===== config.mk =====
export PLATFORM = sky130hd
export DESIGN_NAME = uart_tx_param
export DESIGN_NICKNAME = d
export VERILOG_FILES = /design/src/rtl/uart_tx_param.sv
export SDC_FILE = /design/constraint.sdc
export NUM_CORES = 1
export LEC_CHECK = 0
export ABC_AREA = 1
export BUFFER_PORTS_ARGS = -buffer_cell sky130_fd_sc_hd__buf_2
export CAP_MARGIN = 20
export CORE_UTILIZATION = 40
export CTS_CLUSTER_SIZE = 8
export DETAILED_ROUTE_END_ITERATION = 10
export PLACE_DENSITY = 0.6
export SLEW_MARGIN = 40
export SYNTH_ARGS = -nofsm -noshare
export SYNTH_HDL_FRONTEND = slang
export SYNTH_SLANG_ARGS = --single-unit

===== constraint.sdc =====
create_clock -name uart_clock -period 7.85 [get_ports uart_clock]
set_clock_uncertainty 0.1 [all_clocks]
set_input_delay 2.355 -clock uart_clock [delete_from_list [all_inputs] [get_ports uart_clock]]
set_output_delay 2.355 -clock uart_clock [all_outputs]
set_load 0.05 [all_outputs]

===== src/rtl/uart_tx_param.sv =====
// rtl/uart_tx_param.sv - parametrised UART transmitter with transmit FIFO; optional parity via UART_TX_PARITY_EN
module uart_tx_param #(
    parameter int DATA_WIDTH = 8,
    parameter int FIFO_DEPTH = 4,
    parameter int DIV_WIDTH  = 16
) (
    input  logic                            uart_clock,
    input  logic                            uart_reset,
    input  logic                            tx_valid,
    input  logic [DATA_WIDTH-1:0]           tx_data,
    output logic                            tx_ready,
    input  logic [DIV_WIDTH-1:0]            baud_div,
    input  logic                            two_stop,
`ifdef UART_TX_PARITY_EN
    input  logic                            parity_en,
    input  logic                            parity_odd,
`endif
    output logic                            uart_d_out,
    output logic                            uart_tx_busy,
    output logic [$clog2(FIFO_DEPTH):0]     fifo_level
);

    localparam int PTR_W = $clog2(FIFO_DEPTH);
    localparam int LVL_W = PTR_W + 1;
    localparam logic [LVL_W-1:0] FULL_LVL = LVL_W'(FIFO_DEPTH);
    localparam logic [3:0]       LAST_BIT = 4'(DATA_WIDTH - 1);

    localparam logic [2:0] S_IDLE   = 3'd0;
    localparam logic [2:0] S_START  = 3'd1;
    localparam logic [2:0] S_DATA   = 3'd2;
`ifdef UART_TX_PARITY_EN
    localparam logic [2:0] S_PARITY = 3'd3;
`endif
    localparam logic [2:0] S_STOP   = 3'd4;

    logic [DATA_WIDTH-1:0] mem [FIFO_DEPTH];
    logic [PTR_W-1:0]      wr_ptr;
    logic [PTR_W-1:0]      rd_ptr;
    logic [DATA_WIDTH-1:0] head;

    logic [2:0]            state;
    logic [DIV_WIDTH-1:0]  clk_cnt;
    logic [DIV_WIDTH-1:0]  lat_div;
    logic [3:0]            bit_cnt;
    logic [DATA_WIDTH-1:0] shreg;
    logic                  lat_two;
`ifdef UART_TX_PARITY_EN
    logic                  lat_par_en;
    logic                  par_bit;
`endif

    logic push;
    logic pop;
    logic queued;
    logic tick;
    logic stop_last;

    assign tx_ready     = (fifo_level != FULL_LVL);
    assign push         = tx_valid && tx_ready;
    assign queued       = (fifo_level != '0);
    assign head         = mem[rd_ptr];
    assign tick         = (clk_cnt == lat_div);
    assign stop_last    = (bit_cnt == (lat_two ? 4'd1 : 4'd0));
    // A new frame starts from IDLE, or directly off the last stop bit so there is no idle gap.
    assign pop          = queued && ((state == S_IDLE) ||
                                     ((state == S_STOP) && tick && stop_last));
    assign uart_tx_busy = (state != S_IDLE) || queued;

    always_ff @(posedge uart_clock) begin
        if (push) begin
            mem[wr_ptr] <= tx_data;
        end
    end

    always_ff @(posedge uart_clock or negedge uart_reset) begin
        if (!uart_reset) begin
            wr_ptr     <= '0;
            rd_ptr     <= '0;
            fifo_level <= '0;
        end else begin
            if (push) begin
                wr_ptr <= wr_ptr + PTR_W'(1);
            end
            if (pop) begin
                rd_ptr <= rd_ptr + PTR_W'(1);
            end
            case ({push, pop})
                2'b10:   fifo_level <= fifo_level + LVL_W'(1);
                2'b01:   fifo_level <= fifo_level - LVL_W'(1);
                default: fifo_level <= fifo_level;
            endcase
        end
    end

    always_ff @(posedge uart_clock or negedge uart_reset) begin
        if (!uart_reset) begin
            state      <= S_IDLE;
            clk_cnt    <= '0;
            lat_div    <= '0;
            bit_cnt    <= '0;
            shreg      <= '0;
            lat_two    <= 1'b0;
            uart_d_out <= 1'b1;
`ifdef UART_TX_PARITY_EN
            lat_par_en <= 1'b0;
            par_bit    <= 1'b0;
`endif
        end else if (pop) begin
            state      <= S_START;
            clk_cnt    <= '0;
            lat_div    <= baud_div;
            bit_cnt    <= '0;
            shreg      <= head;
            lat_two    <= two_stop;
            uart_d_out <= 1'b0;
`ifdef UART_TX_PARITY_EN
            lat_par_en <= parity_en;
            par_bit    <= (^head) ^ parity_odd;
`endif
        end else begin
            case (state)
                S_IDLE: begin
                    uart_d_out <= 1'b1;
                end
                S_START: begin
                    if (tick) begin
                        clk_cnt    <= '0;
                        state      <= S_DATA;
                        uart_d_out <= shreg[0];
                        shreg      <= shreg >> 1;
                    end else begin
                        clk_cnt <= clk_cnt + DIV_WIDTH'(1);
                    end
                end
                S_DATA: begin
                    if (tick) begin
                        clk_cnt <= '0;
                        if (bit_cnt == LAST_BIT) begin
                            bit_cnt <= '0;
`ifdef UART_TX_PARITY_EN
                            if (lat_par_en) begin
                                state      <= S_PARITY;
                                uart_d_out <= par_bit;
                            end else begin
                                state      <= S_STOP;
                                uart_d_out <= 1'b1;
                            end
`else
                            state      <= S_STOP;
                            uart_d_out <= 1'b1;
`endif
                        end else begin
                            bit_cnt    <= bit_cnt + 4'd1;
                            uart_d_out <= shreg[0];
                            shreg      <= shreg >> 1;
                        end
                    end else begin
                        clk_cnt <= clk_cnt + DIV_WIDTH'(1);
                    end
                end
`ifdef UART_TX_PARITY_EN
                S_PARITY: begin
                    if (tick) begin
                        clk_cnt    <= '0;
                        bit_cnt    <= '0;
                        state      <= S_STOP;
                        uart_d_out <= 1'b1;
                    end else begin
                        clk_cnt <= clk_cnt + DIV_WIDTH'(1);
                    end
                end
`endif
                S_STOP: begin
                    if (tick) begin
                        clk_cnt <= '0;
                        if (stop_last) begin
                            bit_cnt <= '0;
                            state   <= S_IDLE;
                        end else begin
                            bit_cnt <= bit_cnt + 4'd1;
                        end
                    end else begin
                        clk_cnt <= clk_cnt + DIV_WIDTH'(1);
                    end
                end
                default: begin
                    state      <= S_IDLE;
                    uart_d_out <= 1'b1;
                end
            endcase
        end
    end

endmodule


[After elaboration in Yosys (flattened, before gate mapping)]
Memory sizes are Yosys's and may differ from the RTL's.
Index checks and enable logic that the tools add are counted.
W data, S select, Z words.
Word-level totals
  register bits after elaboration: 56
  memory bits (writable): 32
  input bits: 28
  logic and storage cells: 82
  memories: 1
Cells by class
  $add $sub $neg: 6
  equal/unequal tests: 17
  mux-type cells: 30
  reductions and logical operators: 18
Memory list
  mem: depth 4, width 8, read ports 1, clocked after memory_dff 0, write ports 1, RTL line 36  | logic [DATA_WIDTH-1:0] mem [FIFO_DEPTH];
Operators with widths (number)
  $mux W16: 3
  $mux W8: 4
  $ne A3 B3 Y1 const B: 7
  $mux W4: 5
  $mux W3: 6
  $add A16 B1 Y16 const B: 1
  $eq A16 B16 Y1: 1
  $pmux W8 S2: 1
  $pmux W3 S4: 1
  $reduce_bool A3 Y1: 4
  $pmux W4 S2: 1
  $mux W1: 7
  $pmux W3 S2: 1
  $reduce_and A3 Y1: 2
  $reduce_and A6 Y1: 1
  $add A2 B1 Y2 const B: 2
  $add A4 B1 Y4 const B: 1
  $eq A4 B1 Y1: 1
  $eq A4 B3 Y1 const B: 1
  $logic_and A1 B1 Y1: 4
  $ne A2 B2 Y1 const B: 2
  $reduce_and A4 Y1: 1
  $reduce_bool A2 Y1: 2
  $add A3 B1 Y3 const B: 1
  other kinds (10): 11

[Logic depth before layout (Yosys ltp)]
Gate-level depths: netlist of the first run.
  depth after elaboration: 7
  mapped depth: 19
  depth with buffers taken out: 16

[Worst setup path after synthesis of the first run]
Ideal clock, no wire load.
  path type: in2reg
  from: in tx_valid
  to: reg fifo_level[2]
  arrival: 3.487 ns
  data required time: 7.608 ns
  path slack: 4.121 ns
  stages: 7
  path through: nand2_1 -> ha_1 -> inv_1 -> fa_1 -> a21oi_1 -> o21ai_0 -> xnor2_1
On the way
  word-level cells in the longest chain between the ends: 3
RTL lines
  start, declared: RTL line 9  | input logic tx_valid,
  $logic_and A1 B1 Y1 (*): RTL line 59  | assign push = tx_valid && tx_ready;
  $eq A2 B1 Y1 / $eq A2 B2 Y1 (equally long branches): RTL line 87  | case ({push, pop})
  $pmux W3 S2 / $reduce_bool A2 Y1 (equally long branches)
  end signal, assigned: RTL line 88  | 2'b10: fifo_level <= fifo_level + LVL_W'(1);
  end signal, assigned: RTL line 89  | 2'b01: fifo_level <= fifo_level - LVL_W'(1);
  end signal, assigned: RTL line 90  | default: fifo_level <= fifo_level;
  end, declared: RTL line 20  | output logic [$clog2(FIFO_DEPTH):0] fifo_level
Every way passes the cells marked *; elsewhere a longest branch is shown, timed or not.
A chain may end at the register's enable or synchronous reset.

[Worst setup path after layout of the first run]
  from: reg fifo_level[0]
  to: out uart_tx_busy
On the way
  word-level cells in the longest chain between the ends: 2
RTL lines
  $reduce_bool A3 Y1: RTL line 60  | assign queued = (fifo_level != '0);
  $logic_or A1 B1 Y1: RTL line 67  | assign uart_tx_busy = (state != S_IDLE) || queued;
  end, declared: RTL line 19  | output logic uart_tx_busy,
Every way passes these cells.

==> run summary, run 1 <==
Status = completed
Setup WS pre-CTS = 3930 ps
Vias in the first global route = 3300
Post-Syn Instances = 530
Logic gate share of total power = 39.9%
Cts-stage hold buffer count = 0
Clock transition at path regs = 70 ps
DP Wirelength = 6320 um
CTS Buf Count = 9
Synth Register Bits = 88
Total wire length = 9050 um
Fraction of layout cells with a size suffix above 1 = 16.2%
First-pass GRT wire length = 15600 um
Fin Setup TNS = 0 ps
Final critical-path share of the clock period = 53.4%
Cell Int Power = 0.00108 W
Total die area = 11900 sq um
CP peak stage delay = 530 ps
# clock sinks = 88
Setup violators final = 0
# fillers = 1097
Crit Path Class = reg -> out
P per Cell Area = 376 nW/um^2
IO Port Bufs = 33
Crit path capture type = primary output
Core footprint = 11000 sq um
Starting Density = 41.7%
Root Driver = clkbuf_16
Switch Pwr = 0.000830 W
Crit-path cells = nor3_1 -> nand2_1 -> buf_2
Avg Synthesized Cell Area = 8.68 sq um
Static Leak = 2.28 nW
Final WS setup = 3660 ps
Cts repair resizes = 0
Pwr Total = 0.00191 W
Synth Net Count = 566
Post-synthesis sequential area ratio = 51.4%
I/O pins = 34
Max FO, Critical Path = 4
Drt first pass iters = 5
Final max-slew violation count = 0
Gr usage total = 17.1%
RSZ-0062 raised after global routing = no
Sw frac = 43.4%
Max_slew headroom = 51.1%
Fin nets = 592
Synthesis-to-finish area growth = 10.6%
Crit path launch type = flip-flop
Vias = 3463
Synth Warn # = 0
Synth cell types = 38
CTS Buffer Depth = 2
# rows = 38
Antenna violations before repair = 0
Detail Route Antenna Nets = 0
CTS tree = yes
Post-CTS Setup Inserts = 0
Clock share of power = 22.2%
Final min period = 4190 ps
Final GP Congestion = 0.804
Max cap viols = 0
Crit-path slowest cell = nor3_1
Worst EP arrival = 1730 ps
Die width = 109 um
DR DRC count = 0
Die span in y = 109 um
Clk_lat worst skew = 350 ps
Hold Crit Class = reg -> reg
Worst-Margin Slew = 734 ps
VDD IR-drop max = 0.000229 V
WHS Path Cells = 2
F_max = 239 MHz
Share of total power in sequential cells = 37.9%
Wire per inst = 12.9 um
Via-to-Cell Ratio = 4.94
Pin count of the biggest net entering global routing = 57
Total gr overflow = 0
Mapped cell area = 4600 sq um
Reg2Reg Depth = 16
Initial DRC count = 172
H-tree depth = 3
WP data required = 5390 ps
Final Hold Fails = 0
# diodes = 0
==> power by group through the flow <==
stage                     Clock, W  Sequential, W  Combinational (W)
after global placement           0       0.000729           0.000756
final                     0.000425       0.000726           0.000763
after floorplan                  0       0.000728           0.000666
after global routing      0.000453       0.000747           0.000875
after CTS                 0.000436       0.000727           0.000778
after detailed placement         0       0.000735           0.000777
==> path summary, 6_finish.rpt <==
| path | startpoint | endpoint | slack (ps) |
|---|---|---|---|
| worst max-delay path | fifo_level[0] | uart_tx_busy | 3660 |
| worst max register to register | clk_cnt[0] | fifo_level[2] | 4340 |
| min in group asynchronous | uart_reset | lat_div[1] | 2030 |
| worst min-delay path | uart_d_out | uart_d_out | 360 |
| worst min register to register | uart_d_out | uart_d_out | 360 |
| max in group asynchronous | uart_reset | clk_cnt[6] | 5120 |
==> cells in the final DEF (no fill, tap or decap), types with 12 or more instances in the layout <==
cell type,synthesis,final
nand2_1,130,130
nor2_1,61,61
dfrtp_1,55,55
nand3_1,47,47
inv_1,38,38
buf_2,5,33
o21ai_0,32,32
edfxtp_1,32,32
xor2_1,16,16
inv_2,15,15
o21ai_1,12,12
==> metal layers <==
metal / vias up / share of wire (%) / track usage [%] / routed length (um)
li1: 1786 / - / - / -
met1: 1605 / 49 / 23.0 / 4450
met2: 63 / 45 / 26.7 / 4060
met3: 9 / 4.6 / 5.14 / 413
met4: 0 / 1.3 / 4.86 / 116
met5: - / 0 / 0 / 0
==> cell usage after synthesis <==
master,n,area share (%)
a21oi_1,8,0.87
a21oi_2,1,0.19
a31oi_4,1,0.46
buf_1,2,0.16
buf_12,1,0.44
buf_2,5,0.54
buf_4,1,0.16
buf_6,7,1.7
clkbuf_1,2,0.16
clkbuf_2,1,0.11
clkinv_1,2,0.16
dfrtp_1,55,30
dfstp_2,1,0.57
edfxtp_1,32,21
fa_1,1,0.44
ha_1,7,1.9
inv_1,38,3.1
inv_2,15,1.2
nand2_1,130,11
nand2_2,5,0.68
nand2_4,1,0.24
nand3_1,47,5.1
nand3_2,4,0.87
nand4_1,7,0.95
nor2_1,61,5.0
nor2_2,5,0.68
nor2_4,3,0.73
nor3_1,6,0.65
nor3_4,1,0.35
nor4_1,1,0.14
o2111ai_1,1,0.19
o21ai_0,32,3.5
o21ai_1,12,1.3
o21ai_2,4,0.76
o21bai_1,1,0.16
o22ai_1,8,1.1
xnor2_1,5,0.95
xor2_1,16,3.0
==> critical path, delay by kind of cell (launching register included) <==
| family | cells | cell delay (ps) |
|---|---|---|
| buffers and inverters | 1 | 250 |
| DFF | 1 | 420 |
| and+or+nand+nor | 2 | 710 |
==> layout make-up <==
cell class	instances	area [sq um]	area share, %
sequential	88	2360	46.4
multi-input combinational	368	1880	36.9
clock buffer	9	225	4.42
inverter	55	206	4.06
tap	140	175	3.44
timing repair buffer	34	173	3.39
clock inverter	7	67.6	1.33
==> state kept, by name, summed over array words and instances, names as in the netlist <==
register	cells
clk_cnt	16
mem	32
bit_cnt	4
lat_div	16
lat_two	1
shreg	8
state	3
wr_ptr	2
rd_ptr	2
uart_d_out	1
fifo_level	3
==> stage by stage <==
step	std cells	cell area, sq um	util, %	hold slack [ps]
global placement	685	4800	43.5	352
detailed placement	685	4800	43.5	354
floorplan	530	4600	-	364
finish	701	5090	46.1	359
CTS	701	5090	46.1	363
global route	701	5090	46.1	379
==> kinds of logic (layout without fill, tap and decap cells) <==
kind of cell	count (synthesis)	count (layout)	share of synthesized area, %
XOR/XNOR	21	21	4.00
flip-flops	88	88	51.4
adder cells (fa/ha/maj)	8	8	2.34
AND/OR/NAND/NOR	271	271	26.0
AO/OA/AOI/OAI	68	68	8.51
buffers and inverters	74	105	7.78
Note: power is estimated with default switching activity, not from simulation.
==> run 2, diff against run 1 <==
--- a/config.mk
+++ b/config.mk
@@ -11,7 +11,7 @@
 export CORE_UTILIZATION = 40
 export CTS_CLUSTER_SIZE = 8
 export DETAILED_ROUTE_END_ITERATION = 10
-export PLACE_DENSITY = 0.6
+export PLACE_DENSITY = 0.62
 export SLEW_MARGIN = 40
 export SYNTH_ARGS = -nofsm -noshare
 export SYNTH_HDL_FRONTEND = slang
==> constraint.sdc (replaced) <==
create_clock -name uart_clock -period 3.8 [get_ports uart_clock]
set_clock_uncertainty 0.1 [all_clocks]
set_input_delay 1.14 -clock uart_clock [delete_from_list [all_inputs] [get_ports uart_clock]]
set_output_delay 1.14 -clock uart_clock [all_outputs]
set_load 0.05 [all_outputs]
==> run 2 against run 1 <==
Against the previous run:
- clock power grew 110%
- global-route usage grew 0.14 points
- highest routed layer unchanged
- sequential cell count is the same
- wire length grew 0.82%
- largest power group unchanged
- critical path type unchanged
==> run summary, run 2 (same netlist as run 1, synthesis figures left out) <==
Gr usage total = 17.2% (+0.14 points)
Vias = 3452 (-0.32%)
Clock transition at path regs = 70 ps (about the same)
CP Launch Point = fifo_level[0]
Detail Route Antenna Nets = 0 (unchanged)
Max_slew headroom = 48.2% (-2.9 points)
Final max-slew violation count = 0 (unchanged)
Via-to-Cell Ratio = 4.91 (-0.60%)
Static Leak = 2.29 nW (+0.80%)
First-pass GRT wire length = 15700 um (+0.75%)
Post-CTS Setup Inserts = 0 (unchanged)
Max reg flops = 32 (unchanged)
Core footprint = 11000 sq um (unchanged)
F_max = 336 MHz
WP data required = 2560 ps (-2830 ps)
IO Port Bufs = 33 (unchanged)
Final critical-path share of the clock period = 78.3%
Total gr overflow = 0 (unchanged)
WL met3 = 370 um (-10%)
Pin count of the biggest net entering global routing = 48 (-16%)
Clk_lat worst skew = 350 ps (about the same)
Fin nets = 594 (+0.34%)
# diodes = 0 (unchanged)
Internal reg-to-reg setup slack = 1240 ps (-3100 ps)
Largest Register = mem
Finished Layout Cells = 703 (+0.29%)
Worst setup endpoint = uart_tx_busy
Drt first pass iters = 5 (unchanged)
Worst-Margin Slew = 774 ps (+39.9 ps)
Cell area after layout = 5120 sq um (+0.52%)
DP Wirelength = 6340 um (+0.32%)
Final GP Congestion = 0.793 (-1.3%)
Placed inst area = 4810 sq um (+0.37%)
Max FO, Critical Path = 4 (unchanged)
CTS Buf Count = 9 (unchanged)
Synthesis-to-finish area growth = 11.2%
Reg2Reg Depth = 13 (-3)
# rows = 38 (unchanged)
P per Cell Area = 785 nW/um^2 (+110%)
Most frequent cells in the layout = 130 x nand2_1, 60 x nor2_1, 55 x dfrtp_1
CTS Buffer Depth = 2 (unchanged)
Starting Density = 41.7% (unchanged)
Final Hold Fails = 0 (unchanged)
Die span in y = 109 um (unchanged)
Worst EP arrival = 1730 ps (about the same)
Antenna violations before repair = 0 (unchanged)
Placed Cells = 687 (+0.29%)
Crit Path Class = reg -> out
Most common cell after layout, fill and taps aside = nand2_1
Initial DRC count = 182 (+5.8%)
RSZ-0062 raised after global routing = no
M1 WL = 4420 um (-0.79%)
Top Metal Used = met4
Routed met2 length = 4190 um (+3.1%)
Vias in the first global route = 3323 (+0.70%)
VDD IR-drop max = 0.000469 V (+100%)
Die width = 109 um (unchanged)
H-tree depth = 3 (unchanged)
Crit path launch type = flip-flop
DR DRC count = 0 (unchanged)
Hold Crit Class = reg -> reg
RR Startpoint = state[0]
CTS tree = yes
Final min period = 2970 ps
# clock sinks = 88 (unchanged)
Status = completed
Fin Setup TNS = 0 ps (unchanged)
Total wire length = 9120 um (+0.82%)
I/O pins = 34 (unchanged)
RR Endpoint = fifo_level[2]
Wire per inst = 13.0 um (+0.53%)
Max cap viols = 0 (unchanged)
Total die area = 11900 sq um (unchanged)
Largest registers = mem (32), clk_cnt (16), lat_div (16)
Cts repair resizes = 0 (unchanged)
Cts-stage hold buffer count = 0 (unchanged)
Pwr Total = 0.00402 W (+110%)
Fraction of layout cells with a size suffix above 1 = 16.7% (+0.48 points)
Hold_ws = 360 ps (+1.52 ps)
Root Driver = clkbuf_16
Setup violators final = 0 (unchanged)
Crit path capture type = primary output
run 2: critical path, cell delays in order (launching register included):
cell     delay, ps
dfrtp_1        420
nor3_1         510
nand2_1        190
buf_2          250
run 2: worst min-delay path by stage:
stage                     cells after the start         end  startpoint
after floorplan                               2  bit_cnt[3]  bit_cnt[3]
after global placement                        2  uart_d_out  uart_d_out
after detailed placement                      2  uart_d_out  uart_d_out
after CTS                                     2  uart_d_out  uart_d_out
after global routing                          2  uart_d_out  uart_d_out
final                                         2  uart_d_out  uart_d_out
run 2: where the power goes:
part	leakage [nW]	switching [W]	internal (W)
logic	1.14	0.00110	0.000507
clock network	0.150	0.000431	0.000471
registers	1.00	0.000221	0.00128
run 2: per-stage QoR:
step | worst slack, ps | utilization [%]
floorplan | 1030 | -
global placement | 1130 | 43.6
detailed placement | 1110 | 43.6
CTS | 853 | 46.4
global route | 766 | 46.4
finish | 825 | 46.4
run 2: final cells by class:
class	count	area (sq um)
clock inverter	7	73.8
multi-input combinational	368	1880
clock buffer	9	225
tap	140	175
timing repair buffer	36	190
fill	1090	5910
sequential	88	2360
inverter	55	206
run 2: per-layer routing:
metal	track usage [%]	up-vias
li1	-	1781
met1	22.9	1605
met2	27.5	57
met3	4.06	9
met4	6.19	0
met5	0	-
